### src/rtl/i2c_txn_sched_pkg.sv
// i2c_sched_pkg: scheduler states, address width and address-byte builder
package i2c_sched_pkg;
  localparam int ADDR_W = 7;
  typedef enum logic [2:0] {IDLE, START, ADDR, DATA, STOP, DONE} state_t;
  function automatic logic [7:0] addr_byte(input logic [ADDR_W-1:0] addr, input logic rnw);
    return {addr, rnw};
  endfunction
endpackage

### src/rtl/i2c_txn_sched_if.sv
// i2c_txn_sched_if: engine control bus; master = scheduler (strobes, tx byte, ack level), slave = byte engine (done, ack, rx byte)
interface i2c_txn_sched_if;
  logic eng_start;
  logic eng_stop;
  logic eng_tx_go;
  logic [7:0] eng_tx_byte;
  logic eng_rx_go;
  logic eng_ack_out;
  logic eng_done;
  logic eng_ack_in;
  logic [7:0] eng_rx_byte;
  modport master (
    output eng_start, eng_stop, eng_tx_go, eng_tx_byte, eng_rx_go, eng_ack_out,
    input  eng_done, eng_ack_in, eng_rx_byte
  );
  modport slave (
    input  eng_start, eng_stop, eng_tx_go, eng_tx_byte, eng_rx_go, eng_ack_out,
    output eng_done, eng_ack_in, eng_rx_byte
  );
endinterface

### src/rtl/i2c_rr_arb.sv
// i2c_rr_arb: combinational round-robin picker; req + ptr in, one-hot gnt and its index out (first request at or after ptr)
module i2c_rr_arb #(
  parameter int NREQ = 4,
  localparam int IW = $clog2(NREQ)
) (
  input  logic [NREQ-1:0] req,
  input  logic [IW-1:0]   ptr,
  output logic [NREQ-1:0] gnt,
  output logic [IW-1:0]   idx
);
  always_comb begin
    idx = '0;
    for (int k = NREQ - 1; k >= 0; k--)
      if (req[(int'(ptr) + k) % NREQ]) idx = IW'((int'(ptr) + k) % NREQ);
    gnt = '0;
    gnt[idx] = |req;
  end
endmodule

### src/rtl/i2c_txn_sched.sv
// i2c_txn_sched: round-robin I2C transaction scheduler; clk/rstn, req/req_addr/req_rnw/req_len/wdata in, grant/wr_take/rd_data/rd_valid/done/nack out, engine strobes on eng; watchdog under I2C_SCHED_TMO_EN
module i2c_txn_sched
  import i2c_sched_pkg::*;
#(
  parameter int NREQ = 4,
  parameter int LEN_W = 4
`ifdef I2C_SCHED_TMO_EN
  , parameter int TMO_CYC = 65535
`endif
) (
  input  logic                  clk,
  input  logic                  rstn,
  input  logic [NREQ-1:0]       req,
  input  logic [NREQ*ADDR_W-1:0] req_addr,
  input  logic [NREQ-1:0]       req_rnw,
  input  logic [NREQ*LEN_W-1:0] req_len,
  input  logic [NREQ*8-1:0]     wdata,
  output logic [NREQ-1:0]       grant,
  output logic [NREQ-1:0]       wr_take,
  output logic [7:0]            rd_data,
  output logic [NREQ-1:0]       rd_valid,
  output logic [NREQ-1:0]       done,
  output logic                  nack,
  i2c_txn_sched_if.master       eng
);
  localparam int IW = $clog2(NREQ);
  state_t state, state_n;
  logic [IW-1:0] own, rr, pick;
  logic [NREQ-1:0] own_oh, pick_oh;
  logic any, issued, nack_f, rnw_q, wait_st, tx_wait, fire, ev, rd_ev, tmo_hit;
  logic [ADDR_W-1:0] addr_q;
  logic [LEN_W-1:0] len_q, cnt;
  i2c_rr_arb #(.NREQ(NREQ)) u_arb (.req(req), .ptr(rr), .gnt(pick_oh), .idx(pick));
  assign any = |req;
  assign wait_st = state inside {START, ADDR, DATA, STOP};
  assign tx_wait = state == ADDR || (state == DATA && !rnw_q);
  assign fire = wait_st && !issued;
  assign ev = wait_st && issued && eng.eng_done;
  assign rd_ev = ev && state == DATA && rnw_q;
`ifdef I2C_SCHED_TMO_EN
  localparam int TW = $clog2(TMO_CYC + 1);
  logic [TW-1:0] tmo;
  always_ff @(posedge clk) tmo <= (!rstn || state_n != state) ? '0 : tmo + 1'b1;
  assign tmo_hit = wait_st && issued && !eng.eng_done && tmo == TW'(TMO_CYC - 1);
`else
  assign tmo_hit = 1'b0;
`endif
  always_comb begin
    state_n = state;
    case (state)
      IDLE:    state_n = any ? START : IDLE;
      START:   state_n = ev ? ADDR : START;
      ADDR:    state_n = !ev ? ADDR : (eng.eng_ack_in || len_q == '0) ? STOP : DATA;
      DATA:    state_n = ev && (cnt == LEN_W'(1) || (!rnw_q && eng.eng_ack_in)) ? STOP : DATA;
      STOP:    state_n = ev ? DONE : STOP;
      default: state_n = IDLE;
    endcase
    if (tmo_hit) state_n = DONE;
  end
  always_ff @(posedge clk) begin
    if (!rstn) begin
      state <= IDLE;
      rr <= '0;
      own <= '0;
      own_oh <= '0;
      cnt <= '0;
      issued <= 1'b0;
      nack_f <= 1'b0;
      addr_q <= '0;
      rnw_q <= 1'b0;
      len_q <= '0;
      rd_data <= '0;
      rd_valid <= '0;
    end else begin
      state <= state_n;
      issued <= state_n == state && (fire || (issued && !ev));
      rd_valid <= rd_ev ? own_oh : '0;
      if (rd_ev) rd_data <= eng.eng_rx_byte;
      if (state == IDLE && any) begin
        own <= pick;
        own_oh <= pick_oh;
        addr_q <= req_addr[pick*ADDR_W +: ADDR_W];
        rnw_q <= req_rnw[pick];
        len_q <= req_len[pick*LEN_W +: LEN_W];
        nack_f <= 1'b0;
      end
      if (ev && state == ADDR) cnt <= len_q;
      if (ev && state == DATA) cnt <= cnt - 1'b1;
      if ((ev && tx_wait && eng.eng_ack_in) || tmo_hit) nack_f <= 1'b1;
      if (state == DONE) rr <= own == IW'(NREQ - 1) ? '0 : own + 1'b1;
    end
  end
  assign eng.eng_start = fire && state == START;
  assign eng.eng_stop = (fire && state == STOP) || tmo_hit;
  assign eng.eng_tx_go = fire && tx_wait;
  assign eng.eng_rx_go = fire && state == DATA && rnw_q;
  assign eng.eng_tx_byte = state == ADDR ? addr_byte(addr_q, rnw_q) :
                           (state == DATA && !rnw_q) ? wdata[own*8 +: 8] : 8'h00;
  assign eng.eng_ack_out = !(state == DATA && rnw_q && cnt != LEN_W'(1));
  assign grant = wait_st ? own_oh : '0;
  assign wr_take = (fire && state == DATA && !rnw_q) ? own_oh : '0;
  assign done = state == DONE ? own_oh : '0;
  assign nack = state == DONE && nack_f;
endmodule

### src/flat_wrapper.sv
// flat-port wrapper written by rule: the top's interface ports become plain ports
module i2c_txn_sched_flat import i2c_sched_pkg::*;
#(
  parameter int NREQ = 4,
  parameter int LEN_W = 4

)
  (clk, rstn, req, req_addr, req_rnw, req_len, wdata, grant, wr_take, rd_data, rd_valid, done, nack, eng_eng_start, eng_eng_stop, eng_eng_tx_go, eng_eng_tx_byte, eng_eng_rx_go, eng_eng_ack_out, eng_eng_done, eng_eng_ack_in, eng_eng_rx_byte);
  i2c_txn_sched_if eng_i ();
  input  logic clk;
  input  logic rstn;
  input  logic [NREQ-1:0] req;
  input  logic [NREQ*ADDR_W-1:0] req_addr;
  input  logic [NREQ-1:0] req_rnw;
  input  logic [NREQ*LEN_W-1:0] req_len;
  input  logic [NREQ*8-1:0] wdata;
  output logic [NREQ-1:0] grant;
  output logic [NREQ-1:0] wr_take;
  output logic [7:0] rd_data;
  output logic [NREQ-1:0] rd_valid;
  output logic [NREQ-1:0] done;
  output logic nack;
  output wire logic [$bits(eng_i.eng_start)-1:0] eng_eng_start;
  output wire logic [$bits(eng_i.eng_stop)-1:0] eng_eng_stop;
  output wire logic [$bits(eng_i.eng_tx_go)-1:0] eng_eng_tx_go;
  output wire logic [$bits(eng_i.eng_tx_byte)-1:0] eng_eng_tx_byte;
  output wire logic [$bits(eng_i.eng_rx_go)-1:0] eng_eng_rx_go;
  output wire logic [$bits(eng_i.eng_ack_out)-1:0] eng_eng_ack_out;
  input wire logic [$bits(eng_i.eng_done)-1:0] eng_eng_done;
  input wire logic [$bits(eng_i.eng_ack_in)-1:0] eng_eng_ack_in;
  input wire logic [$bits(eng_i.eng_rx_byte)-1:0] eng_eng_rx_byte;
  assign eng_eng_start = eng_i.eng_start;
  assign eng_eng_stop = eng_i.eng_stop;
  assign eng_eng_tx_go = eng_i.eng_tx_go;
  assign eng_eng_tx_byte = eng_i.eng_tx_byte;
  assign eng_eng_rx_go = eng_i.eng_rx_go;
  assign eng_eng_ack_out = eng_i.eng_ack_out;
  assign eng_i.eng_done = eng_eng_done;
  assign eng_i.eng_ack_in = eng_eng_ack_in;
  assign eng_i.eng_rx_byte = eng_eng_rx_byte;
  i2c_txn_sched #(.NREQ(NREQ), .LEN_W(LEN_W)) u_core (.clk(clk), .rstn(rstn), .req(req), .req_addr(req_addr), .req_rnw(req_rnw), .req_len(req_len), .wdata(wdata), .grant(grant), .wr_take(wr_take), .rd_data(rd_data), .rd_valid(rd_valid), .done(done), .nack(nack), .eng(eng_i));
endmodule
### config.mk
export PLATFORM = sky130hd
export DESIGN_NAME = i2c_txn_sched_flat
export DESIGN_NICKNAME = d
export VERILOG_FILES = /design/src/rtl/i2c_txn_sched_pkg.sv /design/src/rtl/i2c_txn_sched_if.sv /design/src/rtl/i2c_rr_arb.sv /design/src/rtl/i2c_txn_sched.sv /design/src/flat_wrapper.sv
export SDC_FILE = /design/constraint.sdc
export NUM_CORES = 1
export LEC_CHECK = 0
export BUFFER_PORTS_ARGS = -buffer_cell sky130_fd_sc_hd__buf_2
export CAP_MARGIN = 0
export CORE_MARGIN = 1.5
export CORE_UTILIZATION = 30
export CTS_BUF_LIST = sky130_fd_sc_hd__clkbuf_4
export CTS_CLUSTER_SIZE = 25
export DETAILED_ROUTE_END_ITERATION = 16
export SKIP_CTS_REPAIR_TIMING = 1
export SYNTH_ARGS = -nofsm -noshare
export SYNTH_HDL_FRONTEND = slang
export SYNTH_SLANG_ARGS = --single-unit
### constraint.sdc
create_clock -name clk -period 3.2 [get_ports clk]
set_input_delay 0.64 -clock clk [delete_from_list [all_inputs] [get_ports clk]]
set_output_delay 0.64 -clock clk [all_outputs]
set_load 0.1 [all_outputs]
### Word-level counts from Yosys, hierarchy flattened

Cells that the tools add are included.

* order comparisons: 6
* shift operators: 3
* bitwise logic cells: 4
* reductions and logical operators: 42
* muxes and demuxes: 36
* multiply operators: 1
* eq/ne operators: 9
* add/subtract/negate cells: 5

Operators with widths (number)
* $shiftx A32 B6 Y8: 1
* $shiftx A28 B6 Y7: 1
* $logic_and A1 B1 Y1: 24
* $mux W4: 5
* $mux W8: 2
* $shiftx A16 B5 Y4: 1
* $pmux W3 S5: 1
* $mux W1: 13
* $lt A3 B4 Y1 const B: 3
* $mux W2: 6
* $bmux W1 S2: 5
* $mux W3: 3
* $eq A3 B2 Y1 const B: 2
* $eq A3 B3 Y1 const B: 2
* $lt A2 B3 Y1 const B: 2
* $reduce_or A2 Y1: 3
* $mul A2 B3 Y5 const B: 1
* $add A2 B1 Y2 const B: 2
* $add A2 B2 Y2 const B: 2
* $and A4 B4 Y4: 1
* $eq A4 B1 Y1 const B: 1
* $logic_not A1 Y1: 4
* $logic_not A4 Y1: 1
* $logic_or A1 B1 Y1: 4
* 13 further kinds: 16

* register bits after elaboration: 41
* word-level logic and storage cells: 118

### Longest topological paths before layout

* depth after elaboration: 15
* gate-level depth with buffers: 8
* mapped depth without buffers: 6

### Cells and area by module

From an unflattened synthesis, not the netlist that was laid out.

* cells, all modules: 299
* area, all modules: 2703.8 µm²

By module, submodules not included
* i2c_txn_sched: area an instance 2499.9 µm², instances 1, cells each 268
* i2c_rr_arb: area an instance 203.9 µm², instances 1, cells each 31

### Worst setup path after synthesis

OpenSTA, ideal clock, no wires.

* kind: register to output
* from: register u_core.state[0]
* to: output port eng_eng_start
* slack: -1.193 ns
* required time: 2.560 ns
* arrival time: 3.753 ns
* cell stages (with the launch flop): 5
* path through: dfxtp_1 -> inv_1 -> clkbuf_1 -> buf_1 -> nor4_1

* longest elaborated chain between the ends: 4
* elaborated cells between the ends (all ways): 7

RTL lines
* start, declared: RTL line i2c_txn_sched.sv:27 `state_t state, state_n;`
* start signal, assigned: RTL line i2c_txn_sched.sv:75 `state <= state_n;`
* $eq A3 B1 Y1 (tied with other cells): RTL line i2c_txn_sched.sv:35, i2c_txn_sched.sv:93
* $reduce_bool A4 Y1: RTL line i2c_txn_sched.sv:35 `assign wait_st = state inside {START, ADDR, DATA, STOP};`
* $logic_and A1 B1 Y1: RTL line i2c_txn_sched.sv:37 `assign fire = wait_st && !issued;`
* $logic_and A1 B1 Y1 (*): RTL line i2c_txn_sched.sv:93 `assign eng.eng_start = fire && state == START;`
* end, declared: RTL line flat_wrapper.sv:23 `output wire logic [$bits(eng_i.eng_start)-1:0] eng_eng_start;`

Every way passes the cells marked *; elsewhere a longest branch is shown, timed or not.

### Worst setup path after layout

* from: register u_core.state[0]
* to: output port eng_eng_tx_byte[6]

* longest elaborated chain between the ends: 4
* elaborated cells between the ends (all ways): 5

RTL lines
* $eq A3 B2 Y1: RTL line i2c_txn_sched.sv:98 `(state == DATA && !rnw_q) ? wdata[own*8 +: 8] : 8'h00;`
* $logic_and A1 B1 Y1: RTL line i2c_txn_sched.sv:98
* $mux W8: RTL line i2c_txn_sched.sv:98
* $mux W8 (*): RTL line i2c_txn_sched.sv:97 `assign eng.eng_tx_byte = state == ADDR ? addr_byte(addr_q, rnw_q) :`
* end, declared: RTL line flat_wrapper.sv:26 `output wire logic [$bits(eng_i.eng_tx_byte)-1:0] eng_eng_tx_byte;`

Marks and branches as above.

==> flow_summary.json <==
{
  "status": "complete, no violations",
  "finalMaxSlewViolations": 0,
  "grt_pass1_wl_um": 11100,
  "syn2layout_area_growth_pct": 38.3,
  "synthCells": 291,
  "antenna_found_initial": 0,
  "final_nets": 514,
  "cts_root_buffer": "clkbuf_4",
  "overflow": 0,
  "wl_per_cell_um": 13.8,
  "clock-sinks": 41,
  "stdcell_count": 521,
  "die_y_um": 94.7,
  "wirelength_um": 7200,
  "cts_tree": "yes",
  "drc": 0,
  "endpoint_kind": "output pin",
  "synth_nets": 390,
  "max_freq_mhz": 357,
  "dieWidth_um": 94.7,
  "finalPower_mw": 1.20,
  "final.period_utilization": 0.876,
  "fin_skew_ns": 0.0181,
  "critPathKind": "reg -> out",
  "netlist.area_leader.share": 0.325,
  "timing.slew.headroom": 0.587,
  "antennaDiodeCount": 0,
  "coreArea_um2": 8180,
  "place_ws_ns": 0.684,
  "gp_congestion": 0.786,
  "synthArstFlopShare": 0,
  "rsz0062_at_grt": "no",
  "synth.area.top_cells": "dfxtp_1 (33%), mux2i_1 (11%), mux4_2 (7.1%), and2_1 (4.7%), nand2_1 (4.3%)",
  "timing.max_cap.violations": 0,
  "hold_viol": 0,
  "netlist_area_um2": 2520,
  "clkTransAtPathRegs_ns": 0.13,
  "synth_edf_count": 0,
  "cts.htree.levels": 2,
  "ir_drop_mv": 0.245,
  "grt_use_met2": 0.270,
  "synth_cell_types": 45,
  "dr.pass1.iters": 4,
  "min_period_ns": 2.80,
  "gr-usage-all-layers": 0.158,
  "drtIter0Drc": 111,
  "grt.met3_usage": 0.0427,
  "num_rows": 33,
  "synth_ff_type": "dfxtp_1",
  "worstMarginPinSlew_ns": 0.614,
  "cp-start-kind": "flip-flop",
  "dp.cells": 513,
  "dp_hpwl_um": 5730,
  "hp-class": "reg -> reg",
  "grt_max_degree": 32,
  "initial_utilization": 0.309,
  "final_util": 0.427,
  "synth_top_cell_by_area": "dfxtp_1",
  "fin_ws_ns": 0.397,
  "p_leak_nw": 1.63,
  "syn_area_per_cell_um2": 8.68,
  "finalSetupViolCount": 0,
  "dr_total_vias": 2602,
  "io_buffers": 133,
  "grt_pass1_vias": 2310,
  "met1_usage": 0.199,
  "setup_tns_ns": 0,
  "antenna_left": 0,
  "synth_warnings": 0,
  "numCtsBuffers": 5,
  "die_area_um2": 8980,
  "clock_path_buffers": 2,
  "synth-seq-cells": 41,
  "top_usage_layer": "met2",
  "viasPerCell": 4.99,
  "required_ns": 2.56,
  "ys_seq_area_frac": 0.325,
  "nFillCells": 826,
  "seqCellArea_um2": 821,
  "power_density_nw_per_um2": 343,
  "arrival_ns": 2.16,
  "multiInputGateArea_um2": 1580,
  "drive_gt1_frac": 0.389,
  "clock_latency_ns": 0.36,
  "ioPinCount": 134,
  "cp_max_fo": 12
}
[worst max-delay path: stages (launching register included)]
cell and delay [ns]:
dfxtp_1 0.35, inv_1 0.17, buf_4 0.23, nor2_1 0.38, a22oi_1 0.13, nor2_1 0.11, buf_2 0.43
[flip-flops by register name, indices dropped and copies added (netlist names), 3 cells and up]
register	cells
u_core.own_oh	4
u_core.state	3
u_core.len_q	4
u_core.addr_q	7
u_core.rd_data	8
u_core.cnt	4
u_core.rd_valid	4
[cell usage after synthesis (3+ instances only)]
cell / n
mux4_2: 8
a21boi_1: 11
nand2b_1: 3
a22oi_1: 9
nor4_1: 4
nor2_1: 19
o21ai_1: 5
inv_1: 8
ha_1: 3
nor2b_1: 5
nand2_1: 29
buf_2: 8
nor3_1: 3
buf_1: 3
clkbuf_1: 8
dfxtp_1: 41
nand3_1: 18
o221ai_1: 12
mux2i_1: 27
and3_1: 7
o21ai_0: 3
a21oi_1: 7
and2_1: 19
[stage by stage]
| step | cell area, µm² | hold WS, ns |
|---|---|---|
| after floorplan | 2550 | 0.452 |
| after global placement | 3410 | 0.438 |
| after detailed placement | 3410 | 0.444 |
| after CTS | 3490 | 0.461 |
| after global routing | 3490 | 0.479 |
| final | 3490 | 0.459 |
[path summary, 6_finish.rpt]
check / depth (start not counted) / start / end / slack (ns)
worst max-delay path: 6 / u_core.state[0] / eng_eng_tx_byte[6] / 0.40
worst max register to register: 6 / u_core.state[1] / u_core.rd_data[7] / 1.09
worst min-delay path: 2 / u_core.rd_data[0] / u_core.rd_data[0] / 0.46
worst min register to register: 2 / u_core.rd_data[0] / u_core.rd_data[0] / 0.46
[layout by cell type, fill, tap and decap left out, types with 5 or more instances in the layout]
cell	netlist	final
inv_1	8	8
o221ai_1	12	12
mux2i_1	27	27
a22oi_1	9	9
nand3_1	18	18
nand2_1	29	29
a21oi_1	7	7
nor2_1	19	19
mux4_2	8	8
buf_12	0	9
and2_1	19	19
buf_2	8	124
buf_4	2	7
clkbuf_4	0	5
nor2b_1	5	5
and3_1	7	7
o21ai_1	5	5
dfxtp_1	41	41
a21boi_1	11	11
[routing by layer]
layer	share of wire	vias to the layer above
met2	0.47	119
li1	-	1308
met4	0.0088	0
met5	0	-
met1	0.43	1167
met3	0.089	8
[layout make-up]
type | instances | share of cell area
well taps | 105 | 0.0376
clock inverters | 3 | 0.0118
flip-flops and latches | 41 | 0.235
clock buffers | 5 | 0.0107
inverters | 8 | 0.00860
multi-input cells | 219 | 0.452
repair buffers | 140 | 0.244
[report_power, final]
part	total [mW]	internal, mW	switching (mW)
sequential	0.565	0.536	0.0296
combinational	0.288	0.134	0.154
clock	0.343	0.162	0.182
[cell families (layout without fill, tap and decap cells)]
kind of cell / count (synthesis) / after routing / share of synthesized area
AND/OR/NAND/NOR: 116 / 116 / 0.235
AO/OA/AOI/OAI: 64 / 64 / 0.184
flip-flops: 41 / 41 / 0.325
multiplexers: 35 / 35 / 0.178
buffers and inverters: 31 / 156 / 0.0590
adder cells (fa/ha/maj): 3 / 3 / 0.0149
XOR/XNOR: 1 / 1 / 0.00347
Note: power is estimated with default switching activity, not from simulation.
